<file path="src/rtl/mem_ctrl.sv">
// mem_ctrl: byte-serial RAM controller arbitrating instruction fetch and
// data load/store onto a single 8-bit RAM port with one-cycle read latency.
// Ports: clk, rst (async active-low); fetch side inst_fe/inst_fpc ->
// inst/inst_pc/inst_ok; data side mem_re/mem_we/mem_addr/mem_width/
// mem_wdata -> mem_rdata/mem_ok; RAM side ram_din -> ram_dout/ram_a/ram_wr.
module mem_ctrl (
   input  logic        clk,
   input  logic        rst,
   input  logic        inst_fe,
   input  logic [31:0] inst_fpc,
   output logic [31:0] inst,
   output logic        inst_ok,
   output logic [31:0] inst_pc,
   input  logic        mem_re,
   input  logic        mem_we,
   input  logic [31:0] mem_addr,
   input  logic [1:0]  mem_width,
   input  logic [31:0] mem_wdata,
   output logic [31:0] mem_rdata,
   output logic        mem_ok,
   input  logic [7:0]  ram_din,
   output logic [7:0]  ram_dout,
   output logic [31:0] ram_a,
   output logic        ram_wr
);

   typedef enum logic [2:0] {
      IDLE,
      IFETCH,
      DREAD,
      DWRITE,
      RESP
   } state_t;

   state_t      state;
   logic [2:0]  cnt;
   logic [2:0]  nbytes;
   logic [31:0] base;
   logic [31:0] wdat;
   logic [31:0] rbuf;
   logic [31:0] rbuf_nxt;
   logic [1:0]  cidx;

   function automatic logic [2:0] wlen(input logic [1:0] w);
      case (w)
         2'b00:   wlen = 3'd1;
         2'b01:   wlen = 3'd2;
         default: wlen = 3'd4;
      endcase
   endfunction

   // cnt is the edge index since accept; the byte captured at edge k
   // was issued at edge k-2.
   assign cidx = cnt[1:0] - 2'd2;

   always_comb begin
      rbuf_nxt = rbuf;
      rbuf_nxt[{cidx, 3'b000} +: 8] = ram_din;
   end

   always_ff @(posedge clk or negedge rst) begin
      if (!rst) begin
         state     <= IDLE;
         cnt       <= 3'd0;
         nbytes    <= 3'd0;
         base      <= 32'd0;
         wdat      <= 32'd0;
         rbuf      <= 32'd0;
         inst      <= 32'd0;
         inst_pc   <= 32'd0;
         inst_ok   <= 1'b0;
         mem_rdata <= 32'd0;
         mem_ok    <= 1'b0;
         ram_a     <= 32'd0;
         ram_dout  <= 8'd0;
         ram_wr    <= 1'b0;
      end else begin
         inst_ok <= 1'b0;
         mem_ok  <= 1'b0;
         unique case (state)
            IDLE: begin
               cnt  <= 3'd1;
               rbuf <= 32'd0;
               if (mem_we) begin
                  state    <= DWRITE;
                  base     <= mem_addr;
                  nbytes   <= wlen(mem_width);
                  wdat     <= mem_wdata;
                  ram_wr   <= 1'b1;
                  ram_a    <= mem_addr;
                  ram_dout <= mem_wdata[7:0];
               end else if (mem_re) begin
                  state  <= DREAD;
                  base   <= mem_addr;
                  nbytes <= wlen(mem_width);
                  ram_a  <= mem_addr;
               end else if (inst_fe) begin
                  state  <= IFETCH;
                  base   <= inst_fpc;
                  nbytes <= 3'd4;
                  ram_a  <= inst_fpc;
               end
            end
            IFETCH, DREAD: begin
               cnt <= cnt + 3'd1;
               if (cnt < nbytes)
                  ram_a <= base + {29'd0, cnt};
               if (cnt >= 3'd2)
                  rbuf <= rbuf_nxt;
               if (cnt == nbytes + 3'd1) begin
                  state <= RESP;
                  ram_a <= 32'd0;
                  if (state == IFETCH) begin
                     inst    <= rbuf_nxt;
                     inst_pc <= base;
                     inst_ok <= 1'b1;
                  end else begin
                     mem_rdata <= rbuf_nxt;
                     mem_ok    <= 1'b1;
                  end
               end
            end
            DWRITE: begin
               if (cnt < nbytes) begin
                  cnt      <= cnt + 3'd1;
                  ram_a    <= base + {29'd0, cnt};
                  ram_dout <= wdat[{cnt[1:0], 3'b000} +: 8];
               end else begin
                  state    <= RESP;
                  ram_wr   <= 1'b0;
                  ram_dout <= 8'd0;
                  ram_a    <= 32'd0;
                  mem_ok   <= 1'b1;
               end
            end
            RESP: begin
               state <= IDLE;
               cnt   <= 3'd0;
            end
            default: state <= IDLE;
         endcase
      end
   end

endmodule

</file>
<file path="config.mk">
export PLATFORM = sky130hd
export DESIGN_NAME = mem_ctrl
export DESIGN_NICKNAME = d
export VERILOG_FILES = /design/src/rtl/mem_ctrl.sv
export SDC_FILE = /design/constraint.sdc
export NUM_CORES = 1
export LEC_CHECK = 0
export ABC_CLOCK_PERIOD_IN_PS = 2700
export CAP_MARGIN = 15
export CORE_MARGIN = 5
export CORE_UTILIZATION = 45
export CTS_CLUSTER_DIAMETER = 150
export CTS_CLUSTER_SIZE = 10
export DETAILED_ROUTE_END_ITERATION = 6
export PLACE_DENSITY = 0.78
export SYNTH_ARGS = -nofsm -noshare
export SYNTH_HDL_FRONTEND = slang
export SYNTH_SLANG_ARGS = --single-unit
</file>
<file path="constraint.sdc">
create_clock -name clk -period 2.7 [get_ports clk]
set_input_delay 0.405 -clock clk [delete_from_list [all_inputs] [get_ports clk]]
set_output_delay 0.405 -clock clk [all_outputs]
set_load 0.02 [all_outputs]
</file>
# Word-level counts from Yosys, hierarchy flattened
# Index checks and enable logic that the tools add are counted.
[word_totals]
regBits = 244
inputBits = 111
[classes]
n_addsub = 5
order_cmp = 2
n_eq_ne = 13
shift = 3
n_mux = 35
n_bitwise = 1
n_reduce_logical = 18
[ops]
columns = ["op", "count"]
rows = [
  ["two-way mux 32 bit", 7],
  ["one-hot mux 32 bit (3 select lines)", 1],
  ["one-hot mux 32 bit (2 select lines)", 1],
  ["adder 32 x 3 -> 32 bit", 1],
  ["bitwise mux 32 bit", 1],
  ["variable shift 8 x 7 -> 32 bit (first input constant)", 1],
  ["indexed part select 32 x 6 -> 8 bit", 1],
  ["indexed part select 8 x 7 -> 32 bit", 1],
  ["two-way mux 3 bit", 9],
  ["two-way mux 8 bit", 2],
  ["one-hot mux 8 bit (2 select lines)", 1],
  ["AND reduction 3 bit", 5],
  ["one-hot mux 3 bit (4 select lines)", 1],
  ["!= test 2 bit (second input constant)", 5],
  ["AND reduction 2 bit", 5],
  ["one-hot mux 3 bit (3 select lines)", 1],
  ["two-way mux 1 bit", 8],
  ["negation 5 -> 7 bit", 1],
  ["adder 3 x 1 -> 3 bit (second input constant)", 2],
  ["== test 3 x 2 -> 1 bit (second input constant)", 2],
  ["one-hot mux 3 bit (2 select lines)", 1],
  ["nonzero test 3 bit", 2],
  ["!= test 4 bit (second input constant)", 1],
  ["one-hot mux 1 bit (2 select lines)", 2],
  ["other kinds (14)", 15],
]

# Logic depth before layout (Yosys ltp)
# Gate-level depths: netlist of run 1.
[depth]
word_depth = 6
ltp_mapped = 10
mapped_depth_nobuf = 9

# Worst setup path after synthesis of run 1
# No wires, ideal clock.
[synth_path]
path_kind = "register to register"
startpoint = "register cnt[1]"
endpoint = "register ram_a[20]"
setup_ns = 0.077
arrival_time_ns = 2.445
t_required_ns = 2.623
slack_ns = 0.178
stages_incl_launch_ff = 11
path_buffers = 2
cell_sequence = "dfrtp_1 > buf_2 > inv_1 > fa_1 > nand2b_1 > a21oi_1 > clkbuf_1 > nand4_1 > xor2_1 > o22a_1 > a21oi_1"
[synth_via]
elab_chain_len = 4
[synth_rtl]
columns = ["element", "line_no", "source"]
rows = [
  ["from (decl)", "36", "logic [2:0] cnt;"],
  ["from (signal assigned)", "105", "cnt <= cnt + 3'd1;"],
  ["from (signal assigned)", "125", "cnt <= cnt + 3'd1;"],
  ["adder 32 x 3 -> 32 bit", "107, 126", ""],
  ["two-way mux 32 bit", "106", "if (cnt < nbytes)"],
  ["two-way mux 32 bit", "110", "if (cnt == nbytes + 3'd1) begin"],
  ["one-hot mux 32 bit (3 select lines)", "80", "unique case (state)"],
  ["to (signal assigned)", "90", "ram_a <= mem_addr;"],
  ["to (signal assigned)", "107", "ram_a <= base + {29'd0, cnt};"],
  ["to (signal assigned)", "126", "ram_a <= base + {29'd0, cnt};"],
  ["to (decl)", "23", "output logic [31:0] ram_a,"],
]
# Several ways; a longest one is shown, not always the timed one. The select of a mux whose other input is x is not followed.
# A chain may end at the register's enable or synchronous reset.

# Final worst setup path of run 1
[layout_path]
startpoint = "register nbytes[0]"
endpoint = "register ram_a[13]"
[layout_via]
elab_chain_len = 4
[layout_rtl]
columns = ["element", "line_no", "source"]
rows = [
  ["from (decl)", "37", "logic [2:0] nbytes;"],
  ["from (signal assigned)", "87", "nbytes <= wlen(mem_width);"],
  ["from (signal assigned)", "95", "nbytes <= wlen(mem_width);"],
  ["adder 3 x 1 -> 3 bit", "110", ""],
  ["== test 3 bit", "110", ""],
  ["!= test 3 bit (no line) / two-way mux 32 bit (equally long branches)", "n/a", ""],
  ["AND reduction 3 bit (no line) / one-hot mux 32 bit (3 select lines) (equally long branches)", "n/a", ""],
  ["to (signal assigned)", "101", "ram_a <= inst_fpc;"],
  ["to (signal assigned)", "107", ""],
  ["to (signal assigned)", "126", ""],
]
# Several ways; a longest one is shown, not always the timed one.

==> results of run 1 <==
[cells in the final DEF, fill, tap and decap left out, types with 10 or more instances in the layout]
cell             count
a21oi_1            131
a22o_1              35
buf_12              11
buf_4               20
clkbuf_16           29
clkdlybuf4s50_1    248
dfrtp_1            243
ha_1                13
inv_1               16
mux2_2              64
mux2i_1             33
nand2_1             62
nand4_1             12
nor2_1              92
nor2b_1             34
o21a_1              18
o21ai_0             46
o221ai_2            10
o22a_1              14
xor2_1              23
[registers in the layout, indices dropped and copies added (netlist names), 8 cells and up]
| register | count |
|---|---|
| inst | 32 |
| inst_pc | 32 |
| ram_dout | 8 |
| ram_a | 32 |
| mem_rdata | 32 |
| rbuf | 32 |
| wdat | 32 |
| base | 32 |
[power by group through the flow]
stage / clock network (uW) / registers, uW / logic (uW)
6_report: 3200 / 6500 / 9210
5_1_grt: 3420 / 6700 / 10000
4_1_cts: 3280 / 6490 / 9290
3_5_place_dp: 0 / 6530 / 9210
3_3_place_gp: 0 / 6470 / 8950
2_1_floorplan: 0 / 7390 / 4470
[worst max path at each step]
| stage | end | slack (ns) |
|---|---|---|
| finish | ram_a[13]$_DFFE_PN0P_ | 0.15 |
| detailed placement | ram_a[20]$_DFFE_PN0P_ | 0.1 |
| global placement | ram_a[26]$_DFFE_PN0P_ | 0.17 |
| global route | ram_a[17]$_DFFE_PN0P_ | 0.02 |
| floorplan | ram_a[20]$_DFFE_PN0P_ | 0.18 |
| CTS | ram_a[31]$_DFFE_PN0P_ | 0.08 |
[area by class of cell]
type | instances | area [sq um] | share of cell area, %
repair buffers | 281 | 2880 | 19.3
well taps | 324 | 405 | 2.72
diodes | 1 | 2.50 | 0.0168
multi-input cells | 680 | 4740 | 31.7
flip-flops and latches | 244 | 6110 | 40.9
inverters | 16 | 60.1 | 0.402
clock buffers | 29 | 726 | 4.86
clock inverters | 1 | 8.76 | 0.0587
[cells by family after synthesis]
group / synth area share [%]
buffers and inverters: 3.53
multiplexers: 11.0
AO/OA/AOI/OAI: 15.9
adder cells (fa/ha/maj): 1.63
AND/OR/NAND/NOR: 10.9
XOR/XNOR: 2.48
flip-flops: 54.5
[metal layers]
metal  track usage (%)  part of all wire (%)  up-vias
met5                 0                     0        -
met4              5.15                   2.0        0
met3              5.02                   8.6       50
met2              35.2                    48      357
met1              27.9                    41     4347
li1                  -                     -     4054
[metrics by stage]
stage | cell area (sq um) | setup WS, ns | total power, uW | instances
final | 14900 | 0.148 | 18900 | 1576
after global routing | 14900 | 0.0232 | 20100 | 1576
after CTS | 14900 | 0.0760 | 19100 | 1575
after detailed placement | 14200 | 0.0951 | 15700 | 1544
after global placement | 14200 | 0.172 | 15400 | 1544
after floorplan | 11200 | 0.178 | 11900 | 1007
[repair_timing]
action,CTS,global route
hold endpoints to repair,71,0
setup endpoints to repair,0,14
resized for setup,0,2
hold buffers,1,0
==> flow_summary_export.csv, run 1 <==
group,metric,value,unit
worst_setup_path,r2r_slack,0.15,ns
finish,nFillCells,2018,
worst_setup_path,cp_slowest_stage_delay,0.40,ns
finish,drive_above_1_share,12.6,%
clocking,clkLatencyLatePin,0.52,ns
finish,area_growth_syn_to_layout,33.2,%
yosys,synth_cells,1007,
worst_setup_path,criticalPathCategory,"reg2reg",
worst_setup_path,path_buf_inv,1,
yosys,seq_area_frac_synth,54.5,%
yosys,yosys-top-cells-area,"dfrtp_1 55%, mux2_2 6.4%, a21oi_1 5.9%",
sta,tightest_slew,0.657,ns
power,power_frac_clock,16.9,%
worst_setup_path,startpoint,"nbytes[0]$_DFFE_PN0P_",
worst_setup_path,reg2reg_to,"ram_a[13]$_DFFE_PN0P_",
run,maxCapViolCount,0,
yosys,synthMostInstantiatedCell,"dfrtp_1",
worst_setup_path,r2r-start,"nbytes[0]$_DFFE_PN0P_",
worst_setup_path,path_depth,8,
place,dp_hpwl,22.0,mm
finish,nets,1376,
clocking,cts_tree,"built",
sta,holdWs,0.458,ns
floorplanning,dieArea,28100,sq um
floorplanning,die_w,168,um
clocking,cts_buffers,28,
floorplanning,ios,250,
power,p_leak,0.00623,uW
floorplanning,core-area,24400,sq um
routing,num_vias,8808,
clocking,cts_root_buf,"clkbuf_16",
power,vdd_drop_max,0.708,mV
routing,wl_per_cell,19.4,um
floorplanning,row_count,57,
worst_setup_path,slowest_stage,"dfrtp_1",
routing,final_antenna_net_count,0,
outcome,status,"finished, final reports clean",
power,p_int,11500,uW
yosys,syn_avg_cell_area,11.1,sq um
global_route,antenna_found_initial,1,
yosys,synth_top_area_share,54.5,%
yosys,syn_nets,1132,
floorplanning,initial_core_util,45.9,%
clocking,cts_sinks,244,
yosys,yosys_register_bits,244,
place,numPortBuffers,249,
yosys,synth_top_cells_by_count,"244 x dfrtp_1, 131 x a21oi_1, 95 x nor2_1",
routing,drc,0,
routing,drt_first_pass_iters,5,
global_route,grt_pass1_wl,48.9,mm
power,swShare,39.3,%
clocking,h-tree-depth,1,
worst_setup_path,crit_fanout,38,
routing,drt-total-wl,30.5,mm
sta,period_needed,2.55,ns
floorplanning,die_h,168,um
worst_setup_path,endpoint_kind,"register",
sta,hold_viol,0,
min_path,hold_path.class,"in2async",
routing,drt_iter0_drc,505,
power,pwr-share-seq,34.4,%
global_route,grt_max_degree,77,
yosys,synth_edf_count,0,
yosys,synth_cell_types,49,
sta,tns,0,ns
routing,via_per_inst,5.59,
power,power.share.combinational,48.7,%
worst_setup_path,critPathLaunchType,"register",
worst_setup_path,cp_top_family,"simple AND/OR/NAND/NOR gates",
worst_setup_path,crit_chain,"ha_1, xor3_1, nor3_2, a211oi_1, nor3_4, buf_12, o221ai_1, o21a_1",
clocking,post_cts_buffers,0,
sta,grt_setup_unrepaired,"no",
clocking,cts_buffer_depth,3,
yosys,ys.flop_type,"dfrtp_1",
sta,fmax,392,MHz
yosys,synth_area,11200,sq um
sta,skew,0.0106,ns
yosys,ys_warn_count,0,
yosys,async_reset_ff_share,100,%
sta,final-setup-viol-count,0,
worst_setup_path,crit_arrival,2.96,ns
worst_setup_path,crit_required,3.11,ns
sta,maxSlewHeadroom,56.2,%
finish,final_util,61.2,%
global_route,grt_pass1_vias,9021,
sta,fin_crit_sh,94.5,%
sta,slew_viol_final,0,
yosys,synth_top_area_cell,"dfrtp_1",
power,switching_power,7440,uW
power,p_per_area,1270,nW/um^2
clocking,clk_pin_slew,0.05,ns
global_route,grt-ovfl-total,0,
worst_setup_path,r2r.worst_path.cells,8,
global_route,gr-usage-all-layers,21.1,%
place,gp_congestion,0.859,
(Power assumes the default switching activity.)
==> run 2, diff against run 1 <==
--- a/config.mk
+++ b/config.mk
@@ -8,11 +8,11 @@
 export ABC_CLOCK_PERIOD_IN_PS = 2700
 export CAP_MARGIN = 15
 export CORE_MARGIN = 5
-export CORE_UTILIZATION = 45
+export CORE_UTILIZATION = 41
 export CTS_CLUSTER_DIAMETER = 150
 export CTS_CLUSTER_SIZE = 10
 export DETAILED_ROUTE_END_ITERATION = 6
-export PLACE_DENSITY = 0.78
+export PLACE_DENSITY = 0.73
 export SYNTH_ARGS = -nofsm -noshare
 export SYNTH_HDL_FRONTEND = slang
 export SYNTH_SLANG_ARGS = --single-unit
==> flow_summary_export.csv, run 2 (same netlist as run 1, synthesis figures left out) <==
group,metric,value,unit
global_route,top_usage_layer,"met2",
power,total_power,18800,uW
place,dp_hpwl,21.2,mm
global_route,met2_usage,30.4,%
global_route,grt_pass1_vias,8640,
clocking,cts_buffers,28,
sta,slew_viol_final,0,
clocking,post_cts_resized,0,
min_path,hold_path.class,"in2async",
global_route,grt_pass1_wl,47.8,mm
routing,drt-total-wl,30.1,mm
routing,wl_per_cell,18.9,um
sta,period_needed,2.46,ns
floorplanning,core-area,27000,sq um
sta,fmax,406,MHz
worst_setup_path,cp_slowest_stage_delay,0.40,ns
floorplanning,ios,250,
clocking,cts_root_buf,"clkbuf_16",
clocking,clk_pin_slew,0.06,ns
routing,num_vias,8586,
worst_setup_path,criticalPathCategory,"reg2reg",
routing,drc,0,
worst_setup_path,r2r.worst_path.cells,8,
finish,mostFrequentLayoutCell,"clkdlybuf4s50_1",
routing,final_antenna_net_count,0,
sta,grt_setup_unrepaired,"no",
worst_setup_path,reg2reg_to,"ram_a[2]$_DFFE_PN0P_",
floorplanning,dieArea,30700,sq um
worst_setup_path,critPathLaunchType,"register",
global_route,use_met3,4.91,%
worst_setup_path,r2r_slack,0.24,ns
worst_setup_path,r2r-start,"nbytes[0]$_DFFE_PN0P_",
routing,drt_first_pass_iters,7,
run,maxCapViolCount,0,
clocking,clkLatencyLatePin,0.53,ns
sta,skew,0.00991,ns
sta,tightest_slew,0.878,ns
finish,drive_above_1_share,12.3,%
clocking,post_cts_buffers,0,
outcome,status,"finished, final reports clean",
finish,multiInputGateArea,4730,sq um
clocking,cts_buffer_depth,3,
worst_setup_path,slowest_stage,"dfrtp_1",
finish,seq_area,6110,sq um
floorplanning,initial_core_util,41.6,%
sta,maxSlewHeadroom,41.2,%
place,gp_congestion,0.803,
worst_setup_path,endpoint_kind,"register",
power,vdd_drop_max,0.804,mV
sta,hold_viol,0,
finish,n_antenna_cell,0,
global_route,gr-usage-all-layers,19.0,%
finish,layout_common_cells,"248 x clkdlybuf4s50_1, 244 x dfrtp_1, 131 x a21oi_1",
clocking,cts_tree,"built",
worst_setup_path,crit_required,3.12,ns
clocking,hold_buffers,1,
sta,fin_crit_sh,91.2,%
routing,via_per_inst,5.40,
clocking,h-tree-depth,1,
power,p_leak,0.00623,uW
routing,drt_iter0_drc,506,
global_route,grt-ovfl-total,0,
finish,area_growth_syn_to_layout,33.2,%
sta,tns,0,ns
floorplanning,die_w,175,um
floorplanning,row_count,60,
place,numPortBuffers,249,
power,p_per_area,1260,nW/um^2
global_route,met1_usage,26.4,%
global_route,antenna_found_initial,3,
sta,final-setup-viol-count,0,
worst_setup_path,crit_arrival,2.88,ns
clocking,cts_sinks,244,
worst_setup_path,crit_fanout,65,
global_route,grt_max_degree,68,
floorplanning,die_h,175,um
finish,nets,1374,
finish,nFillCells,2305,
worst_setup_path,crit_chain,"ha_1, xor3_1, nor3_2, a211oi_1, nor3_4, buf_12, o221ai_1, o21a_1",
==> run 2: how the worst max path moves through the flow <==
stage                     startpoint                     to  slack (ns)
6_report       nbytes[0]$_DFFE_PN0P_   ram_a[2]$_DFFE_PN0P_        0.24
3_3_place_gp   nbytes[0]$_DFFE_PN0P_  ram_a[26]$_DFFE_PN0P_        0.34
2_1_floorplan     cnt[1]$_DFFE_PN0P_  ram_a[20]$_DFFE_PN0P_        0.18
3_5_place_dp   nbytes[0]$_DFFE_PN0P_  ram_a[13]$_DFFE_PN0P_        0.27
5_1_grt           cnt[0]$_DFFE_PN0P_  ram_a[14]$_DFFE_PN0P_       0.006
4_1_cts           cnt[0]$_DFFE_PN0P_  ram_a[30]$_DFFE_PN0P_        0.25
==> run 2: through the flow <==
| step | setup slack, ns | std cells | hold slack (ns) | util [%] | cell area (sq um) |
|---|---|---|---|---|---|
| floorplan | 0.178 | 1007 | 0.109 | - | 11200 |
| global placement | 0.340 | 1559 | 0.371 | 52.6 | 14200 |
| detailed placement | 0.273 | 1559 | 0.368 | 52.6 | 14200 |
| CTS | 0.247 | 1590 | 0.411 | 55.4 | 14900 |
| global route | 0.00573 | 1590 | 0.422 | 55.4 | 14900 |
| finish | 0.237 | 1590 | 0.401 | 55.4 | 14900 |
==> run 2: power by group <==
part / internal (uW) / switching (uW)
Combinational: 4260 / 4840
Sequential: 5280 / 1200
Clock: 1870 / 1350
Total: 11400 / 7390
==> run 2: metal layers <==
| layer | vias to the layer above | part of all wire (%) |
|---|---|---|
| met5 | - | 0.13 |
| li1 | 4056 | - |
| met2 | 330 | 47 |
| met4 | 6 | 1.5 |
| met1 | 4151 | 43 |
| met3 | 43 | 8.3 |
==> run 2: cell type report <==
cell class,instances,area share (%)
well taps,341,2.86
clock inverters,1,0.0587
clock buffers,29,4.86
inverters,16,0.402
flip-flops and latches,244,40.9
multi-input cells,680,31.7
repair buffers,279,19.2
==> run 2: critical path: cells and delay by family, from the launching register on <==
kind                       cells  cell delay, ns
AOI/OAI and AO/OA              3            0.47
and+or+nand+nor                2            0.58
DFF                            1            0.40
xor gates and xnor gates       1            0.36
buffers and inverters          1            0.29
adders and majority gates      1            0.20
==> run 3, diff against run 2 <==
--- a/config.mk
+++ b/config.mk
@@ -8,11 +8,12 @@
 export ABC_CLOCK_PERIOD_IN_PS = 2700
 export CAP_MARGIN = 15
 export CORE_MARGIN = 5
-export CORE_UTILIZATION = 41
+export CORE_UTILIZATION = 40
 export CTS_CLUSTER_DIAMETER = 150
 export CTS_CLUSTER_SIZE = 10
 export DETAILED_ROUTE_END_ITERATION = 6
-export PLACE_DENSITY = 0.73
+export PLACE_DENSITY = 0.71
 export SYNTH_ARGS = -nofsm -noshare
 export SYNTH_HDL_FRONTEND = slang
 export SYNTH_SLANG_ARGS = --single-unit
+export TNS_END_PERCENT = 100
==> flow_summary_export.csv, run 3 (same netlist as run 1, synthesis figures left out) <==
group,metric,value,unit
routing,drt_iter0_drc,536,
routing,drt_first_pass_iters,4,
sta,holdWs,0.449,ns
global_route,grt_pass1_wl,48.7,mm
global_route,grt-ovfl-total,0,
clocking,cts_tree,"built",
sta,skew,0.0108,ns
finish,layout_common_cells,"248 x clkdlybuf4s50_1, 243 x dfrtp_1, 131 x a21oi_1",
sta,fin_crit_sh,93.6,%
floorplanning,initial_core_util,40.4,%
routing,num_vias,8630,
finish,area_growth_syn_to_layout,33.6,%
clocking,cts_sinks,244,
sta,maxSlewHeadroom,37.0,%
routing,drc,0,
sta,period_needed,2.53,ns
finish,nFillCells,2391,
worst_setup_path,crit_arrival,3.00,ns
worst_setup_path,crit_required,3.17,ns
sta,slew_viol_final,0,
finish,mostFrequentLayoutCell,"clkdlybuf4s50_1",
clocking,h-tree-depth,1,
sta,tightest_slew,0.941,ns
floorplanning,ios,250,
worst_setup_path,path_buf_inv,2,
clocking,cts_buffer_depth,3,
worst_setup_path,crit_fanout,11,
global_route,met1_usage,25.7,%
global_route,top_usage_layer,"met2",
sta,final-setup-viol-count,0,
place,dp_hpwl,21.3,mm
finish,drive_above_1_share,12.5,%
outcome,status,"finished, final reports clean",
finish,n_antenna_cell,0,
power,total_power,18800,uW
sta,grt_setup_unrepaired,"no",
worst_setup_path,criticalPathCategory,"reg2reg",
clocking,cts_root_buf,"clkbuf_16",
worst_setup_path,cp_top_family,"simple AND/OR/NAND/NOR gates",
global_route,grt_pass1_vias,8878,
worst_setup_path,crit_chain,"ha_1, inv_1, fa_1, nand2b_1, a21oi_1, buf_4, nand4_2, or3_1, a21oi_1, o22a_1",
floorplanning,dieArea,31500,sq um
clocking,cts_buffers,28,
place,gp_congestion,0.831,
routing,via_per_inst,5.30,
floorplanning,die_w,177,um
power,p_leak,0.00623,uW
finish,nets,1376,
global_route,use_met3,4.71,%
floorplanning,row_count,61,
power,p_per_area,1260,nW/um^2
run,maxCapViolCount,0,
worst_setup_path,cp_slowest_stage_delay,0.39,ns
routing,wl_per_cell,18.7,um
routing,drt-total-wl,30.4,mm
worst_setup_path,endpoint_kind,"register",
sta,tns,0,ns
floorplanning,core-area,27700,sq um
sta,fmax,396,MHz
global_route,gr-usage-all-layers,19.2,%
global_route,antenna_found_initial,2,
worst_setup_path,slowest_stage,"fa_1",
global_route,met2_usage,31.7,%
clocking,clkLatencyLatePin,0.53,ns
floorplanning,die_h,177,um
place,numPortBuffers,249,
sta,hold_viol,0,
min_path,hold_path.class,"in2async",
worst_setup_path,crit_path_frequent_cell,"a21oi_1",
routing,final_antenna_net_count,0,
clocking,clk_pin_slew,0.06,ns
global_route,grt_max_degree,79,
worst_setup_path,critPathLaunchType,"register",
power,vdd_drop_max,0.663,mV
## run 3: changes by cell type in the layout (fill, tap and decap cells not counted)
| cell | change |
|---|---|
| dfrtp_2 | +1 |
| buf_12 | -2 |
| dfrtp_1 | -1 |
| buf_4 | +4 |
## run 3: cell type report
type | instances | area (sq um) | share of cell area (%)
clock inverter | 1 | 8.76 | 0.0585
sequential | 244 | 6110 | 40.8
clock buffer | 29 | 726 | 4.85
inverter | 16 | 60.1 | 0.401
multi-input combinational | 680 | 4730 | 31.6
tap | 378 | 473 | 3.16
timing repair buffer | 281 | 2850 | 19.1
## run 3: per-stage QoR
step,utilization (%),instance area [sq um],setup WS (ns),instances
final,54.0,15000,0.173,1629
after global placement,51.3,14200,0.164,1596
after global routing,54.0,15000,0.0287,1629
after detailed placement,51.3,14200,0.0693,1596
after floorplan,-,11200,0.178,1007
after CTS,53.9,14900,0.142,1627
## run 3: layer usage
layer  wire (um)  up-vias
met3        2180       44
met4         561        4
met1       12900     4251
li1            -     4066
met5          27        -
met2       14700      265
## run 3: path summary, 6_finish.rpt
check / from / to / slack, ns / cells after the start
hold reg to reg: rbuf[4]$_DFFE_PN0P_ / rbuf[4]$_DFFE_PN0P_ / 0.49 / 1
min in group clk: rbuf[4]$_DFFE_PN0P_ / rbuf[4]$_DFFE_PN0P_ / 0.49 / 1
max in group asynchronous: rst / inst[17]$_DFFE_PN0P_ / 1.47 / 3
setup / recovery: cnt[0]$_DFFE_PN0P_ / ram_a[26]$_DFFE_PN0P_ / 0.17 / 10
setup reg to reg: cnt[0]$_DFFE_PN0P_ / ram_a[26]$_DFFE_PN0P_ / 0.17 / 10
hold / removal: rst / mem_rdata[0]$_DFFE_PN0P_ / 0.45 / 2
## run 3: power by group
group	leakage [uW]	switching [uW]	internal, uW
sequential	0.00294	1200	5280
clock	0.000361	1360	1870
combinational	0.00292	4850	4280
total	0.00623	7410	11400
## run 3: repair_timing
| action | in CTS | in global routing |
|---|---|---|
| buffers inserted | 0 | 2 |
| gates resized for setup | 1 | 0 |
| hold endpoints to repair | 73 | 0 |
| setup endpoints to repair | 1 | 3 |
| hold buffers | 1 | 0 |
